## src/rtl/trans_layer_pkg.sv

```systemverilog
// ---------------------------------------------------------------------------
// trans_layer_pkg
// Shared definitions for the transaction-layer pop scheduler:
//   - state_t         : scheduler FSM encoding (RESET/INIT/IDLE/ACTIVE)
//   - NUM_VC          : number of virtual-channel FIFOs
//   - DEF_TH_AF/AE    : threshold values applied on reset
//   - onehot_to_idx   : converts a 4-bit one-hot grant into its index
// ---------------------------------------------------------------------------
package trans_layer_pkg;

    localparam int NUM_VC = 4;

    localparam logic [2:0] DEF_TH_AF = 3'd6;
    localparam logic [2:0] DEF_TH_AE = 3'd1;

    typedef enum logic [1:0] {
        ST_RESET  = 2'd0,
        ST_INIT   = 2'd1,
        ST_IDLE   = 2'd2,
        ST_ACTIVE = 2'd3
    } state_t;

    // Index of the set bit in a one-hot vector (0 when no bit is set).
    function automatic logic [1:0] onehot_to_idx(input logic [NUM_VC-1:0] oh);
        logic [1:0] idx;
        idx = 2'd0;
        for (int i = 0; i < NUM_VC; i++) begin
            if (oh[i]) begin
                idx = 2'(i);
            end
        end
        return idx;
    endfunction

endpackage

```

## src/rtl/rr_arbiter4.sv

```systemverilog
// ---------------------------------------------------------------------------
// rr_arbiter4
// Purely combinational 4-way round-robin select. The search starts one
// position after last_idx and wraps, so the previous winner has the lowest
// priority.
// Ports:
//   req      in  4  request vector, bit i = requester i
//   last_idx in  2  index of the previous grant
//   grant    out 4  one-hot grant (all zero when no request)
//   valid    out 1  at least one request was granted
// ---------------------------------------------------------------------------
module rr_arbiter4
    import trans_layer_pkg::*;
(
    input  logic [NUM_VC-1:0] req,
    input  logic [1:0]        last_idx,
    output logic [NUM_VC-1:0] grant,
    output logic              valid
);

    always_comb begin
        logic [1:0] idx;
        logic       found;
        grant = '0;
        found = 1'b0;
        idx   = 2'd0;
        // Offsets 1..4: offset 4 revisits last_idx itself as the final choice.
        for (int off = 1; off <= NUM_VC; off++) begin
            idx = last_idx + 2'(off);
            if (!found && req[idx]) begin
                grant[idx] = 1'b1;
                found      = 1'b1;
            end
        end
        valid = found;
    end

endmodule

```

## src/rtl/trans_layer_sched.sv

```systemverilog
// ---------------------------------------------------------------------------
// trans_layer_sched
// Pop scheduler and threshold controller for the four VC output FIFOs of the
// transaction layer. Sequences reset -> init (threshold load) -> idle, then
// pops one eligible FIFO per cycle in round-robin order.
// Ports:
//   clk, reset                 clock, asynchronous active-high reset
//   init                       enter/hold INIT and load thresholds
//   th_almost_full_in/_empty_in threshold values loaded while in INIT
//   fifo_empty[3:0]            per-FIFO empty flags
//   dest_almost_full[3:0]      per-destination backpressure
//   pop0..pop3                 registered one-cycle pop strobes
//   th_almost_full/_empty      latched thresholds
//   state                      FSM state (0 RESET, 1 INIT, 2 IDLE, 3 ACTIVE)
//   grant_idx                  index of the most recent grant
//   idle                       IDLE state with all FIFOs empty
//   pop_cnt                    wrapping count of pops issued
// ---------------------------------------------------------------------------
module trans_layer_sched
    import trans_layer_pkg::*;
#(
    parameter int                         MAIN_QUEUE_SIZE = 3,
    parameter logic [MAIN_QUEUE_SIZE-1:0] TH_AF_DEFAULT   = MAIN_QUEUE_SIZE'(DEF_TH_AF),
    parameter logic [MAIN_QUEUE_SIZE-1:0] TH_AE_DEFAULT   = MAIN_QUEUE_SIZE'(DEF_TH_AE),
    parameter int                         CNT_SIZE        = 8
) (
    input  logic                       clk,
    input  logic                       reset,
    input  logic                       init,
    input  logic [MAIN_QUEUE_SIZE-1:0] th_almost_full_in,
    input  logic [MAIN_QUEUE_SIZE-1:0] th_almost_empty_in,
    input  logic [NUM_VC-1:0]          fifo_empty,
    input  logic [NUM_VC-1:0]          dest_almost_full,
    output logic                       pop0,
    output logic                       pop1,
    output logic                       pop2,
    output logic                       pop3,
    output logic [MAIN_QUEUE_SIZE-1:0] th_almost_full,
    output logic [MAIN_QUEUE_SIZE-1:0] th_almost_empty,
    output logic [1:0]                 state,
    output logic [1:0]                 grant_idx,
    output logic                       idle,
    output logic [CNT_SIZE-1:0]        pop_cnt
);

    state_t                     state_reg, state_next;
    logic [NUM_VC-1:0]          pop_reg, pop_next;
    logic [1:0]                 grant_idx_reg, grant_idx_next;
    logic [CNT_SIZE-1:0]        pop_cnt_reg, pop_cnt_next;
    logic [MAIN_QUEUE_SIZE-1:0] th_af_reg, th_af_next;
    logic [MAIN_QUEUE_SIZE-1:0] th_ae_reg, th_ae_next;

    logic [NUM_VC-1:0] candidate;
    logic [NUM_VC-1:0] eligible;
    logic [NUM_VC-1:0] arb_grant;
    logic              arb_valid;

    // A FIFO popped last cycle still shows a stale empty flag, so it is
    // masked for one cycle to avoid underflow.
    assign candidate = ~fifo_empty & ~dest_almost_full;
    assign eligible  = candidate & ~pop_reg;

    rr_arbiter4 u_arb (
        .req      (eligible),
        .last_idx (grant_idx_reg),
        .grant    (arb_grant),
        .valid    (arb_valid)
    );

    always_ff @(posedge clk or posedge reset) begin
        if (reset) begin
            state_reg     <= ST_RESET;
            pop_reg       <= '0;
            grant_idx_reg <= 2'd3;
            pop_cnt_reg   <= '0;
            th_af_reg     <= TH_AF_DEFAULT;
            th_ae_reg     <= TH_AE_DEFAULT;
        end else begin
            state_reg     <= state_next;
            pop_reg       <= pop_next;
            grant_idx_reg <= grant_idx_next;
            pop_cnt_reg   <= pop_cnt_next;
            th_af_reg     <= th_af_next;
            th_ae_reg     <= th_ae_next;
        end
    end

    always_comb begin
        state_next     = state_reg;
        pop_next       = '0;
        grant_idx_next = grant_idx_reg;
        pop_cnt_next   = pop_cnt_reg;
        th_af_next     = th_af_reg;
        th_ae_next     = th_ae_reg;
        unique case (state_reg)
            ST_RESET: begin
                state_next = ST_INIT;
            end
            ST_INIT: begin
                th_af_next   = th_almost_full_in;
                th_ae_next   = th_almost_empty_in;
                pop_cnt_next = '0;
                state_next   = init ? ST_INIT : ST_IDLE;
            end
            ST_IDLE: begin
                if (init) begin
                    // Counter reads zero for the whole INIT residency.
                    pop_cnt_next = '0;
                    state_next   = ST_INIT;
                end else if (|eligible) begin
                    state_next = ST_ACTIVE;
                end
            end
            ST_ACTIVE: begin
                if (init) begin
                    pop_cnt_next = '0;
                    state_next   = ST_INIT;
                end else if (arb_valid) begin
                    pop_next       = arb_grant;
                    grant_idx_next = onehot_to_idx(arb_grant);
                    pop_cnt_next   = pop_cnt_reg + CNT_SIZE'(1);
                end else if (!(|candidate)) begin
                    state_next = ST_IDLE;
                end
                // Otherwise the only work left is masked by the previous pop;
                // stay ACTIVE so a lone source is popped every other cycle.
            end
            default: begin
                state_next = ST_RESET;
            end
        endcase
    end

    assign pop0            = pop_reg[0];
    assign pop1            = pop_reg[1];
    assign pop2            = pop_reg[2];
    assign pop3            = pop_reg[3];
    assign th_almost_full  = th_af_reg;
    assign th_almost_empty = th_ae_reg;
    assign state           = state_reg;
    assign grant_idx       = grant_idx_reg;
    assign pop_cnt         = pop_cnt_reg;
    assign idle            = (state_reg == ST_IDLE) && (&fifo_empty);

endmodule

```

## config.mk

```make
export PLATFORM = sky130hd
export DESIGN_NAME = trans_layer_sched
export DESIGN_NICKNAME = d
export VERILOG_FILES = /design/src/rtl/trans_layer_pkg.sv /design/src/rtl/rr_arbiter4.sv /design/src/rtl/trans_layer_sched.sv
export SDC_FILE = /design/constraint.sdc
export NUM_CORES = 1
export LEC_CHECK = 0
export ABC_AREA = 1
export CAP_MARGIN = 10
export CELL_PAD_IN_SITES_DETAIL_PLACEMENT = 0
export CELL_PAD_IN_SITES_GLOBAL_PLACEMENT = 1
export CORE_UTILIZATION = 34
export CTS_CLUSTER_DIAMETER = 150
export DETAILED_ROUTE_END_ITERATION = 12
export PLACE_DENSITY_LB_ADDON = 0.1
export REMOVE_ABC_BUFFERS = 1
export SYNTH_ARGS = -nofsm -noshare
export SYNTH_HDL_FRONTEND = slang
export SYNTH_SLANG_ARGS = --single-unit
```

## constraint.sdc

```tcl
create_clock -name clk -period 2.7 [get_ports clk]
set_input_delay 0.81 -clock clk [delete_from_list [all_inputs] [get_ports clk]]
set_output_delay 0.81 -clock clk [all_outputs]
set_load 0.05 [all_outputs]
```

==> metrics, run 1 <==
aggregate routed wire length=3560 um; H-tree levels=1; most common cell after layout, fill and taps aside=nand2_1; WP buf/inv=2; hold depth=1; Filler cells=~380; Hold Path End=th_almost_full[0]$_DFFE_PP0N_; core area=4060 um2; Cells after DPL=275; Fmax achieved=389 MHz; crit-path cells=clkdlybuf4s50_1 > nand4_1 > nor2_1 > buf_12; Yosys top cell by area=dfrtp_1; Largest register FFs=8; Crit. path cell count=4; kind of start point of the critical path=primary input; first-pass GRT wire length=5540 um; Final Slew Violations=0; Top delay family on crit path=buffers and inverters; PortBufs=39; wire length per cell=12.8 um; clock root cell=clkbuf_8; setup_tns=0 ns; Worst path slowest cell=clkdlybuf4s50_1; DIE AREA=4580 um2; DIE WIDTH=67.7 um; TritonCTS clock tree=built; DRC=0; Die Ht=slightly below 70 um; placed wire-length estimate=2830 um; final hold slack=0.513 ns; pwr dens=between 700 and 800 nW/um2; Worst Hold Class=reg2reg; crit end category=primary output; Layout area overhead=37.7%; worst path arrival time=1.76 ns; hold buffers post-CTS=0; Clock Tree Buf Depth=2; cts repair resizes=0; post-CTS setup buffer count=0; Critical Path RT=1.89 ns; CTS Sinks=22; status=complete, no violations; fin crit share=95.1%; met3 wire length=roughly 280 um; met1 WL=1690 um; Max IR drop VDD=0.000512 V; max_cap viols=0; antenna-violating nets left=0; layout cells sized above 1=18.3%; Nets=256; Cell Count, Final, Fillers Out=roughly 280; Clock transition at path regs=0.08 ns; initial antenna violation count=0; endpoints failing setup=0; Syn. warnings=0; largest net degree at the start of global routing=23; Final min period=2.57 ns; placer congestion estimate=0.774; routed vias=1,399; initial drt markers=70; commonest cells after routing, fill and taps aside=nand2_1, clkdlybuf4s50_1, inv_1, nand3_1, dfrtp_1; Setup Skew=0.00585 ns; Yosys cell types=29; DR WL met2=roughly 1600 um; vias per cell=5.01; FF-to-FF End=grant_idx[1]$_DFFE_PP1P_; FF+latch count, synth=22; Slew headroom=66.3%; hold path startpoint=th_almost_full[0]$_DFFE_PP0N_; crit-path max FO=2; Worst Tran Pin Value=0.504 ns; GR Util All Layers=between 10% and 20%; Synth area leaders=dfrtp_1, nand2_1, dfstp_2; Critical Path Max Stage Delay=0.50 ns; Initial Utilization=36.1%; clk_lat worst skew=0.26 ns; RSZ-0062 raised after global routing=false; worst r2r path cells=12; sequential share of the synthesized area=38.0%; RR Startpoint=grant_idx[0]$_DFFE_PP1P_; grt total ovfl=0; kind of critical path=in2out; vias in the first global route=1,262; Synth top area share=29.0%; Lkg Pwr=0.908 nW; syn avg cell area=7.97 um2; First-pass DRT Iterations=4; Num CTS Buffers=3; r2r setup slk=0.54 ns; # diodes=0; I/O pins=40; row cnt=23; Top Metal Used=met4; Post-Synthesis Cell Area=1470 um2; Gate Count Post-Synth=184; Fin. Hold Viols=0
## routing by layer
metal	global-route usage [%]	vias to the layer above
li1	-	695
met1	20.9	645
met2	26.7	55
met3	3.89	4
met4	2.66	0
met5	0	-
## report_power, final
part           internal (mW)  switching, mW
Combinational          0.289          0.578
Sequential             0.385         0.0234
Clock                  0.198          0.106
## logic make-up (layout without fill, tap and decap cells)
| group | after synthesis | count (layout) | synth area share (%) |
|---|---|---|---|
| DFF | 22 | 22 | 38.0 |
| and+or+nand+nor | 96 | 96 | 32.7 |
| AOI/OAI and AO/OA | 22 | 22 | 9.13 |
| xor gates and xnor gates | 1 | 1 | 0.597 |
| buffers and inverters | 28 | 73 | 7.34 |
| adders and majority gates | 9 | 9 | 7.68 |
| muxes | 6 | 6 | 4.61 |
## final cells by class
cell class	count	area, um2	area share, %
Clock buffer	3	41.3	2.04
Clock inverter	1	30.0	1.49
Inverter	27	104	5.14
Multi-Input combinational cell	134	802	39.7
Sequential cell	22	557	27.6
Tap cell	50	62.6	3.10
Timing Repair Buffer	42	423	20.9
## worst register-to-register path, stage by stage (launching register included)
cell,delay [ns]
dfstp_2,0.54
buf_4,0.17
inv_2,0.12
ha_1,0.37
inv_1,0.11
nand3_2,0.10
nand2_4,0.14
nand2_2,0.08
nor2_4,0.11
nand3_1,0.09
nand2_1,0.10
nand2_1,0.08
nand3_1,0.10
## cell usage after synthesis
cell type,number
nand2_1,41
inv_1,21
nand3_1,21
dfrtp_1,17
a21oi_1,12
nor2_1,10
ha_1,9
mux2_2,6
dfstp_2,5
nand3_2,5
nand4_1,5
nor2_2,5
o21ai_0,5
inv_2,3
nand2_2,3
clkinv_1,2
nor2_4,2
a21oi_4,1
a41oi_1,1
clkbuf_1,1
inv_4,1
nand2_4,1
nor3_1,1
nor4_1,1
o21ai_2,1
o22ai_1,1
o41ai_1,1
or2_2,1
xor2_1,1
## how the worst max path moves through the flow
stage	startpoint	to	slack, ns
final	fifo_empty[2]	idle	0.13
after floorplan	fifo_empty[2]	idle	0.35
after global routing	fifo_empty[0]	idle	0.09
after detailed placement	fifo_empty[2]	idle	0.13
after CTS	fifo_empty[2]	idle	0.12
after global placement	fifo_empty[2]	idle	0.14
## per-stage QoR
| step | util (%) | total power [mW] | worst slack [ns] | instance area, um2 |
|---|---|---|---|---|
| 6_report | 49.8 | 1.58 | 0.132 | 2020 |
| 5_1_grt | 49.8 | 1.69 | 0.0946 | 2020 |
| 4_1_cts | 49.8 | 1.59 | 0.120 | 2020 |
| 3_5_place_dp | 48.0 | 1.28 | 0.128 | 1950 |
| 3_3_place_gp | 48.0 | 1.26 | 0.144 | 1950 |
| 2_1_floorplan | - | 1.04 | 0.347 | 1460 |
(Power assumes the default switching activity.)
==> run 2: changes to the inputs <==
Settings changed: CAP_MARGIN 10 to default, CTS_CLUSTER_SIZE from default to 24.
==> results of run 2 <==
Same layout as run 1: the final DEF is identical, and so are final timing and power.
==> run 3: changes to the inputs <==
Settings changed: CORE_MARGIN from default to 3.
==> metrics, run 3 (synthesis results as in run 1) <==
vias in the first global route=1,353; RSZ-0062 raised after global routing=false; vias per cell=4.90; Clock Tree Buf Depth=2; status=complete, no violations; First-pass DRT Iterations=4; worst path arrival time=1.77 ns; Cells after DPL=275; Die Ht=71.7 um; Initial Utilization=35.9%; r2r setup slk=0.56 ns; post-CTS setup buffer count=0; initial drt markers=between 50 and 60; Slew headroom=65.9%; Worst path slowest cell=clkdlybuf4s50_1; antenna-violating nets left=0; Final Slew Violations=0; layout cells sized above 1=17.9%; I/O pins=40; wire length per cell=12.7 um; Post-DP Area=around 1900 um2; # diodes=0; Largest register FFs=8; Num CTS Buffers=3; crit end category=primary output; placed wire-length estimate=2880 um; aggregate routed wire length=3530 um; final hold slack=0.513 ns; TritonCTS clock tree=built; kind of critical path=in2out; GR Util All Layers=roughly 14%; first-pass GRT wire length=5940 um; cts repair resizes=0; Psw=0.701 mW; hold buffers post-CTS=0; switching fraction of total power=47.4%; grt total ovfl=0; Worst Hold Class=reg2reg; endpoints failing setup=0; logic gate share of total power=slightly below 60%; Cell Count, Final, Fillers Out=279; most common cell after layout, fill and taps aside=nand2_1; fin crit share=95.6%; placer congestion estimate=0.964; row cnt=23; clock root cell=clkbuf_8; crit-path max FO=2; crit-path cells=clkdlybuf4s50_1 > nand4_1 > nor2_1 > buf_12; max_cap viols=0; largest net degree at the start of global routing=23; Critical Path RT=1.89 ns; CTS Sinks=22; Critical Path Max Stage Delay=0.50 ns; DIE WIDTH=71.7 um; pwr dens=between 700 and 800 nW/um2; Filler cells=394; Final min period=2.58 ns; setup_tns=0 ns; DRC=0; core area=4090 um2; clk_lat worst skew=0.26 ns; kind of start point of the critical path=primary input; Seq pwr share=approximately 28%; Nets=256; initial antenna violation count=0; Layout area overhead=35.9%; commonest cells after routing, fill and taps aside=nand2_1, clkdlybuf4s50_1, inv_1, nand3_1, dfrtp_1; Clock transition at path regs=0.07 ns; Lkg Pwr=0.895 nW; Fmax achieved=387 MHz; Worst Tran Pin Value=0.510 ns; Pint=0.778 mW; DIE AREA=a little over 5000 um2; routed vias=1,366; Setup Skew=0.00701 ns; Final Instance Area=1990 um2; Layout Utilization=48.8%; PortBufs=39; Max IR drop VDD=0.000293 V; H-tree levels=1; Clock Power Share=a little over an eighth; Fin. Hold Viols=0
run 3: area by class of cell:
| type | instances | area (um2) | area share (%) |
|---|---|---|---|
| Multi-Input combinational cell | 134 | 802 | 40.2 |
| Sequential cell | 22 | 557 | 27.9 |
| Timing Repair Buffer | 42 | 423 | 21.2 |
| Inverter | 27 | 104 | 5.21 |
| Tap cell | 50 | 62.6 | 3.14 |
| Clock buffer | 4 | 45.0 | 2.26 |
run 3: power by group through the flow:
stage / Sequential, mW / Clock (mW) / Combinational [mW]
floorplan: 0.581 / 0 / 0.462
global placement: 0.415 / 0 / 0.853
detailed placement: 0.417 / 0 / 0.867
CTS: 0.411 / 0.214 / 0.872
global route: 0.418 / 0.231 / 0.955
finish: 0.410 / 0.201 / 0.869
run 3: routing by layer:
metal | part of all wire, % | GRT usage [%]
met1 | 43 | 17.9
met2 | 49 | 24.7
met3 | 6.8 | 4.21
met4 | 1.3 | 3.55
met5 | 0 | 0
run 3: worst max-delay path, delay by kind of cell:
family | cells | cell delay (ns)
AND/OR/NAND/NOR | 2 | 0.29
buffers and inverters | 2 | 0.67
run 3: worst paths after layout:
kind,startpoint,end,depth (start not counted)
setup reg to reg,grant_idx[1]$_DFFE_PP1P_,grant_idx[0]$_DFFE_PP1P_,12
setup / recovery,fifo_empty[2],idle,4
min in group asynchronous,reset,pop_reg[3]$_DFF_PP0_,3
hold / removal,th_almost_full[0]$_DFFE_PP0N_,th_almost_full[0]$_DFFE_PP0N_,1
hold reg to reg,th_almost_full[0]$_DFFE_PP0N_,th_almost_full[0]$_DFFE_PP0N_,1
max in group asynchronous,reset,th_almost_full[2]$_DFFE_PP1N_,3
run 3: metrics by stage:
step	power (mW)	setup slack, ns
5_1_grt	1.60	0.0672
2_1_floorplan	1.04	0.347
4_1_cts	1.50	0.110
3_5_place_dp	1.28	0.111
6_report	1.48	0.119
3_3_place_gp	1.27	0.142
